[src/rtl/fmul_pipe.sv]
// Three-stage pipelined floating-point multiplier with valid/ready handshake, tag pass-through and flush.
// Define FMUL_RNE_EN for round-to-nearest-even; otherwise results are truncated toward zero.
module fmul_pipe #(
  parameter int unsigned EW    = 8,
  parameter int unsigned MW    = 23,
  parameter int unsigned TAG_W = 5
) (
  input  logic              clk,
  input  logic              rstn,
  input  logic              flush,
  input  logic              in_valid,
  output logic              in_ready,
  input  logic [EW+MW:0]    in_x1,
  input  logic [EW+MW:0]    in_x2,
  input  logic [TAG_W-1:0]  in_tag,
  output logic              out_valid,
  input  logic              out_ready,
  output logic [EW+MW:0]    out_y,
  output logic [TAG_W-1:0]  out_tag
);

  localparam int unsigned FW = 1 + EW + MW;
  localparam int unsigned PW = 2 * MW + 2;
  localparam int unsigned XW = EW + 2;
`ifdef FMUL_RNE_EN
  localparam int unsigned PL = 0;
`else
  localparam int unsigned PL = MW;
`endif
  localparam int unsigned HW = PW - PL;

  localparam logic        [XW-1:0] BIAS   = XW'(2**(EW-1) - 1);
  localparam logic signed [XW-1:0] EMAX_X = XW'(2**EW - 1);
  localparam logic signed [XW-1:0] ZERO_X = '0;
  localparam logic signed [XW-1:0] ONE_X  = XW'(1);

  // Handshake: each stage loads when its successor is empty or draining
  logic ld_o, ld2, ld1;
  logic v1, v2;

  assign ld_o     = !out_valid || out_ready;
  assign ld2      = !v2 || ld_o;
  assign ld1      = !v1 || ld2;
  assign in_ready = ld1 && !flush;

  // Stage 1: unpack, exponent sum, mantissa product
  logic [EW-1:0]          e1_c, e2_c;
  logic                   s_c, zero_c, inf_c;
  logic signed [XW-1:0]   ey_c;
  logic [PW-1:PL]         prod_c;

  assign e1_c   = in_x1[FW-2:MW];
  assign e2_c   = in_x2[FW-2:MW];
  assign s_c    = in_x1[FW-1] ^ in_x2[FW-1];
  assign zero_c = (e1_c == '0) || (e2_c == '0);
  assign inf_c  = (e1_c == '1) || (e2_c == '1);
  assign ey_c   = signed'(XW'(e1_c) + XW'(e2_c) - BIAS);
  // Low product bits only feed rounding, so the truncating build keeps just the upper part
  assign prod_c = HW'((PW'({1'b1, in_x1[MW-1:0]}) * PW'({1'b1, in_x2[MW-1:0]})) >> PL);

  logic                   s1, zero1, inf1;
  logic signed [XW-1:0]   ey1;
  logic [PW-1:PL]         p1;
  logic [TAG_W-1:0]       tag1;

  always_ff @(posedge clk or negedge rstn) begin
    if (!rstn) begin
      v1    <= 1'b0;
      s1    <= 1'b0;
      zero1 <= 1'b0;
      inf1  <= 1'b0;
      ey1   <= '0;
      p1    <= '0;
      tag1  <= '0;
    end else if (flush) begin
      v1 <= 1'b0;
    end else if (ld1) begin
      v1 <= in_valid;
      if (in_valid) begin
        s1    <= s_c;
        zero1 <= zero_c;
        inf1  <= inf_c;
        ey1   <= ey_c;
        p1    <= prod_c;
        tag1  <= in_tag;
      end
    end
  end

  // Stage 2: normalise
  logic                   carry_c;
  logic [MW-1:0]          mn_c;
  logic signed [XW-1:0]   en_c;

  assign carry_c = p1[PW-1];
  assign mn_c    = carry_c ? p1[2*MW:MW+1] : p1[2*MW-1:MW];
  assign en_c    = carry_c ? ey1 + ONE_X : ey1;

`ifdef FMUL_RNE_EN
  logic g_c, st_c, g2, st2;
  assign g_c  = carry_c ? p1[MW] : p1[MW-1];
  assign st_c = carry_c ? |p1[MW-1:0] : |p1[MW-2:0];
`endif

  logic                   s2, zero2, inf2;
  logic signed [XW-1:0]   ey2;
  logic [MW-1:0]          m2;
  logic [TAG_W-1:0]       tag2;

  always_ff @(posedge clk or negedge rstn) begin
    if (!rstn) begin
      v2    <= 1'b0;
      s2    <= 1'b0;
      zero2 <= 1'b0;
      inf2  <= 1'b0;
      ey2   <= '0;
      m2    <= '0;
      tag2  <= '0;
`ifdef FMUL_RNE_EN
      g2    <= 1'b0;
      st2   <= 1'b0;
`endif
    end else if (flush) begin
      v2 <= 1'b0;
    end else if (ld2) begin
      v2 <= v1;
      if (v1) begin
        s2    <= s1;
        zero2 <= zero1;
        inf2  <= inf1;
        ey2   <= en_c;
        m2    <= mn_c;
        tag2  <= tag1;
`ifdef FMUL_RNE_EN
        g2    <= g_c;
        st2   <= st_c;
`endif
      end
    end
  end

  // Stage 3: round, exception handling, pack
  logic [MW-1:0]          mf_c;
  logic signed [XW-1:0]   ef_c;
  logic                   uf_c, of_c;
  logic [FW-1:0]          y_c;

`ifdef FMUL_RNE_EN
  logic          inc_c;
  logic [MW:0]   mr_c;
  assign inc_c = g2 && (st2 || m2[0]);
  assign mr_c  = {1'b0, m2} + (MW+1)'(inc_c);
  // A carry out of the mantissa leaves it all-zero, i.e. 1.0 at the next exponent
  assign mf_c  = mr_c[MW-1:0];
  assign ef_c  = mr_c[MW] ? ey2 + ONE_X : ey2;
`else
  assign mf_c  = m2;
  assign ef_c  = ey2;
`endif

  assign uf_c = zero2 || (ef_c <= ZERO_X);
  assign of_c = inf2 || (ef_c >= EMAX_X);

  always_comb begin
    y_c = {s2, ef_c[EW-1:0], mf_c};
    if (uf_c) begin
      y_c = {s2, {(EW+MW){1'b0}}};
    end else if (of_c) begin
      y_c = {s2, {EW{1'b1}}, {MW{1'b0}}};
    end
  end

  always_ff @(posedge clk or negedge rstn) begin
    if (!rstn) begin
      out_valid <= 1'b0;
      out_y     <= '0;
      out_tag   <= '0;
    end else if (flush) begin
      out_valid <= 1'b0;
    end else if (ld_o) begin
      out_valid <= v2;
      if (v2) begin
        out_y   <= y_c;
        out_tag <= tag2;
      end
    end
  end

endmodule

[config.mk]
export PLATFORM = sky130hd
export DESIGN_NAME = fmul_pipe
export DESIGN_NICKNAME = d
export VERILOG_FILES = /design/src/rtl/fmul_pipe.sv
export SDC_FILE = /design/constraint.sdc
export NUM_CORES = 2
export LEC_CHECK = 0
export ABC_AREA = 1
export CAP_MARGIN = 10
export CELL_PAD_IN_SITES_DETAIL_PLACEMENT = 1
export CELL_PAD_IN_SITES_GLOBAL_PLACEMENT = 2
export CORE_MARGIN = 8
export CORE_UTILIZATION = 38
export CTS_CLUSTER_DIAMETER = 120
export CTS_CLUSTER_SIZE = 14
export DETAILED_ROUTE_END_ITERATION = 10
export PLACE_DENSITY_LB_ADDON = 0.1
export RECOVER_POWER = 50
export SKIP_LAST_GASP = 1
export SLEW_MARGIN = 20
export SYNTH_ARGS = -nofsm -noshare
export SYNTH_HDL_FRONTEND = slang
export SYNTH_SLANG_ARGS = --single-unit
[constraint.sdc]
create_clock -name clk -period 4.2 [get_ports clk]
set_input_delay 0.84 -clock clk [delete_from_list [all_inputs] [get_ports clk]]
set_output_delay 0.84 -clock clk [all_outputs]
set_load 0.05 [all_outputs]
== Word-level counts from Yosys, hierarchy flattened ==
Cells that the tools add are included.

* Register bits after elaboration: 124
* Input port bits: 74
* Logic and storage cells: 57

* Add/subtract/negate cells: 3
* Multiply operators: 1
* Order comparisons: 2
* Equal/unequal tests: 2
* Mux-type cells: 10
* Bitwise logic cells: 2
* Reductions and logical operators: 20

{| class="wikitable"
|+ Operators by type and width
! operator !! number
|-
| $mux 31 || 2
|-
| $mul 24x24->48 || 1
|-
| $mux 23 || 1
|-
| $eq 8x8->1 const B || 2
|-
| $logic_not 8->1 || 2
|-
| $add 10x2->10 const B || 1
|-
| $ge 10x9->1 const B || 1
|-
| $le 10x1->1 const B || 1
|-
| $mux 10 || 1
|-
| $sub 9x7->10 const B || 1
|-
| $add 8x8->9 || 1
|-
| $reduce_and 3->1 || 3
|-
| $logic_or 1x1->1 || 7
|-
| $mux 1 || 6
|-
| $reduce_bool 2->1 || 3
|-
| $logic_not 1->1 || 4
|-
| $logic_and 1x1->1 || 1
|-
| $not 1->1 || 1
|-
| $xor 1x1->1 || 1
|}

== Depth between registers and ports, before layout ==
* Word-level depth: 6
* Gate-level depth with buffers: 30

== Worst setup path before layout ==
Ideal clock, no wire load.

* Kind: input port to flip-flop
* From: input in_x1[13]
* To: register p1[40] (netlist name)
* Library setup time: 128 ps
* Arrival time: 6205 ps
* Slack: -2133 ps
* Stages on the path: 26
* Cells stage by stage: clkbuf_1 -> nand2_1 -> fa_1 -> inv_1 -> fa_1 -> inv_1 -> fa_1 -> inv_1 -> fa_1 -> inv_1 -> fa_1 -> inv_1 -> fa_1 -> inv_1 -> fa_1 -> inv_1 -> ha_1 -> nand2_1 -> nor2_1 -> nand2_1 -> nor4_1 -> nand3_1 -> nand3_1 -> nand2_1 -> nand3_1 -> o21ai_1

* Word-level cells in the longest chain between the ends: 1

{| class="wikitable"
|+ Ends and longest elaborated chain
! what !! RTL line !! RTL
|-
| from (decl) || 13 || <nowiki>input logic [EW+MW:0] in_x1,</nowiki>
|-
| $mul 24x24->48 || 59 || <nowiki>assign prod_c = HW'((PW'({1'b1, in_x1[MW-1:0]}) * PW'({1'b1, in_x2[MW-1:0]})) >> PL);</nowiki>
|-
| to (signal assigned) || 84 || <nowiki>p1 <= prod_c;</nowiki>
|-
| to (decl) || 63 || <nowiki>logic [PW-1:PL] p1;</nowiki>
|}

No other way between the ends.
A chain may end at the register's enable or synchronous reset.

== Worst setup path in the final report ==
* From: input in_x1[13]
* To: register p1[38] (netlist name)

The elaborated chain is that of the path after synthesis.

==> flow_metrics.env <==
export IMPL_status="finished, violations left"
export IMPL_failed_checks="max-capacitance violations, max-slew violations, negative setup slack"
export IMPL_ys_seq_area_frac=0.124
export IMPL_clock_latency_ns=0.42
export IMPL_cts_max_path_buffers=2
export IMPL_start_util=0.382
export IMPL_n_antenna_cell=0
export IMPL_worst_ep_required_time_ns=4.55
export IMPL_synth_seq_cells=124
export IMPL_numClockSinks=124
export IMPL_synth_main_ff_cell="dfrtp_1"
export IMPL_ys_async_sr_fraction=1.00
export IMPL_ant_nets=0
export IMPL_synth_distinct_cells=42
export IMPL_root_buffer="clkbuf_16"
export IMPL_row_count=94
export IMPL_critPathMaxFanout=6
export IMPL_vias_per_cell=4.90
export IMPL_final_cell_mix="884 x inv_1, 753 x nand2_1, 451 x fa_1, 264 x buf_4, 156 x ha_1"
export IMPL_drive_gt1_frac=0.244
export IMPL_num_vias=22200
export IMPL_syn_area_um2=25000
export IMPL_tightestPinTransition_ns=1.80
export IMPL_drv_cap=1
export IMPL_fin_util=0.519
export IMPL_hold_buffers=0
export IMPL_multi_input_area_um2=19600
export IMPL_slowest_delay_ns=0.54
export IMPL_slowest_stage="fa_1"
export IMPL_seq_area_um2=3100
export IMPL_worst_path_buf_inv=11
export IMPL_grt_pass1_vias=25600
export IMPL_synth_top_area_frac=0.386
export IMPL_remaining_drc_errors=0
export IMPL_setup_tns_ns=-50.29
export IMPL_clk_pin_slew_worst_paths_ns=0.06
export IMPL_cts_htree_levels=4
export IMPL_final_common_cell="inv_1"
export IMPL_drt_pass1_iter_count=5
export IMPL_fp_dieW_um=272
export IMPL_hpwl_mm=66.6
export IMPL_fin_crit_ns=6.31
export IMPL_cts_tree="done"
export IMPL_grt_max_degree=95
export IMPL_fp_coreArea_um2=65400
export IMPL_placed_area_um2=29700
export IMPL_hold_viol=0
export IMPL_area_growth_pct=35.9
export IMPL_syn_avg_cell_area_um2=7.73
export IMPL_grt_usage=0.251
export IMPL_slew_viol_final=32
export IMPL_cp_arrival_ns=6.66
export IMPL_cts_buffers=17
export IMPL_n_fill_cell=7708
export IMPL_rsz0062_at_grt="yes"
export IMPL_nNetsFinal=4384
export IMPL_pin_count=113
export IMPL_syn_nets=3974
export IMPL_skew_ns=0.0116
export IMPL_first_iter_violations=1166
export IMPL_die_area_um2=74200
export IMPL_setup_slack_ns=-2.11
export IMPL_die_y_um=272
export IMPL_synthCells=3233
export IMPL_critPathMostFrequentCell="fa_1"
export IMPL_yosys_top_cells_area="fa_1 39%, inv_1 14%, nand2_1 13%, dfrtp_1 12%, ha_1 9.3%"
export IMPL_antenna_found_initial=2
export IMPL_grt_overflow_total=0
export IMPL_max_slew_margin=-0.198
export IMPL_synth_area_leader_cell="fa_1"
export IMPL_cp_end_kind="flip-flop"
export IMPL_io_buffers=112
export IMPL_cp_start_kind="input pin"
export IMPL_critPathTopFamily="adder cells"
export IMPL_hold_ws_ns=0.480
export IMPL_drt_wl_total_mm=92.3
export IMPL_hold_class="reg2reg"
export IMPL_finalSetupViolations=25
export IMPL_path_class="in2reg"
export IMPL_min_period_over_period=1.50
export IMPL_synth_warning_count=0
export IMPL_final_cell_area_um2=34000
export IMPL_synth_edf_count=0
export IMPL_clock_fmax_mhz=159
export IMPL_detail_route_wl_per_cell_um=20.4
export IMPL_grt_pass1_wl_mm=146
export IMPL_globalplace_congestion=0.847
-- area by class of cell --
class	instances	share of cell area
Multi-Input combinational cell	2011	0.578
Timing Repair Buffer	511	0.173
Inverter	978	0.108
Sequential cell	124	0.0914
Tap cell	864	0.0318
Clock buffer	17	0.0125
Clock inverter	15	0.00519
-- through the flow --
step | setup slack, ns | instances
after floorplan | -1.77 | 3233
after detailed placement | -3.11 | 4342
after CTS | -2.03 | 4484
after global routing | -2.30 | 4520
final | -2.11 | 4520
after global placement | -2.96 | 4342
-- synthesized netlist by cell type, types with 2 or more instances --
library cell / instances
inv_1: 961
nand2_1: 866
fa_1: 482
ha_1: 185
dfrtp_1: 124
nor2_1: 116
clkbuf_1: 107
o21ai_0: 67
a21oi_1: 61
o21ai_1: 58
nand3_1: 47
nand4_1: 18
inv_2: 15
a31oi_1: 14
o211ai_1: 14
xnor2_1: 12
buf_2: 9
nor3_1: 8
nor4_1: 8
xor2_1: 8
o21a_1: 7
mux2_2: 5
nand3b_1: 5
a21o_1: 4
buf_1: 4
nor2_2: 4
o22ai_1: 4
o21bai_1: 3
a21boi_1: 2
clkinv_1: 2
nand2_2: 2
-- worst register-to-register path, delay by kind of cell (launching register included) --
family / cells / cell delay [ns]
simple gates: 3 / 0.31
compound gates: 2 / 0.54
flops: 1 / 0.35
buf+inv: 5 / 1.85
-- flip-flops by register name, indices dropped and copies added (netlist names) --
signal and cells:
tag2 5, zero1 1, out_valid 1, ef_c 10, m2 23, out_tag 5, s1 1, tag1 5
p1 25, v1 1, v2 1, out_y 32, inf2 1, ey1 10, inf1 1, zero2 1
s2 1
-- what timing repair did --
item	CTS	global route
endpoints found under the setup margin	25	25
buffers inserted	76	37
pin swaps	205	123
gates resized for setup	561	198
gates cloned	37	3
-- cells by family after synthesis --
family                     synth area share
buffers and inverters                 0.165
AOI/OAI and AO/OA                    0.0523
muxes                               0.00225
adders and majority gates             0.479
DFF                                   0.124
xor gates and xnor gates            0.00701
and+or+nand+nor                       0.170
-- worst paths after layout --
kind / startpoint / endpoint / slack [ns] / depth (start not counted)
max: in_x1[13] / p1[38] / -2.11 / 30
min in group asynchronous: rstn / out_y[30] / 0.90 / 1
max reg2reg: out_valid / m2[18] / 1.02 / 10
min: out_y[27] / out_y[27] / 0.48 / 2
min reg2reg: out_y[27] / out_y[27] / 0.48 / 2
max in group asynchronous: rstn / p1[34] / 1.04 / 2
-- per-layer routing --
layer	global-route usage	share of wire
met5	0	0.00030
met4	0.0701	0.034
met3	0.0339	0.051
met2	0.446	0.50
met1	0.317	0.41
Power is left out: the tool's default activity adds up to more than one toggle a clock period on the data nets, which glitch-free logic cannot reach.
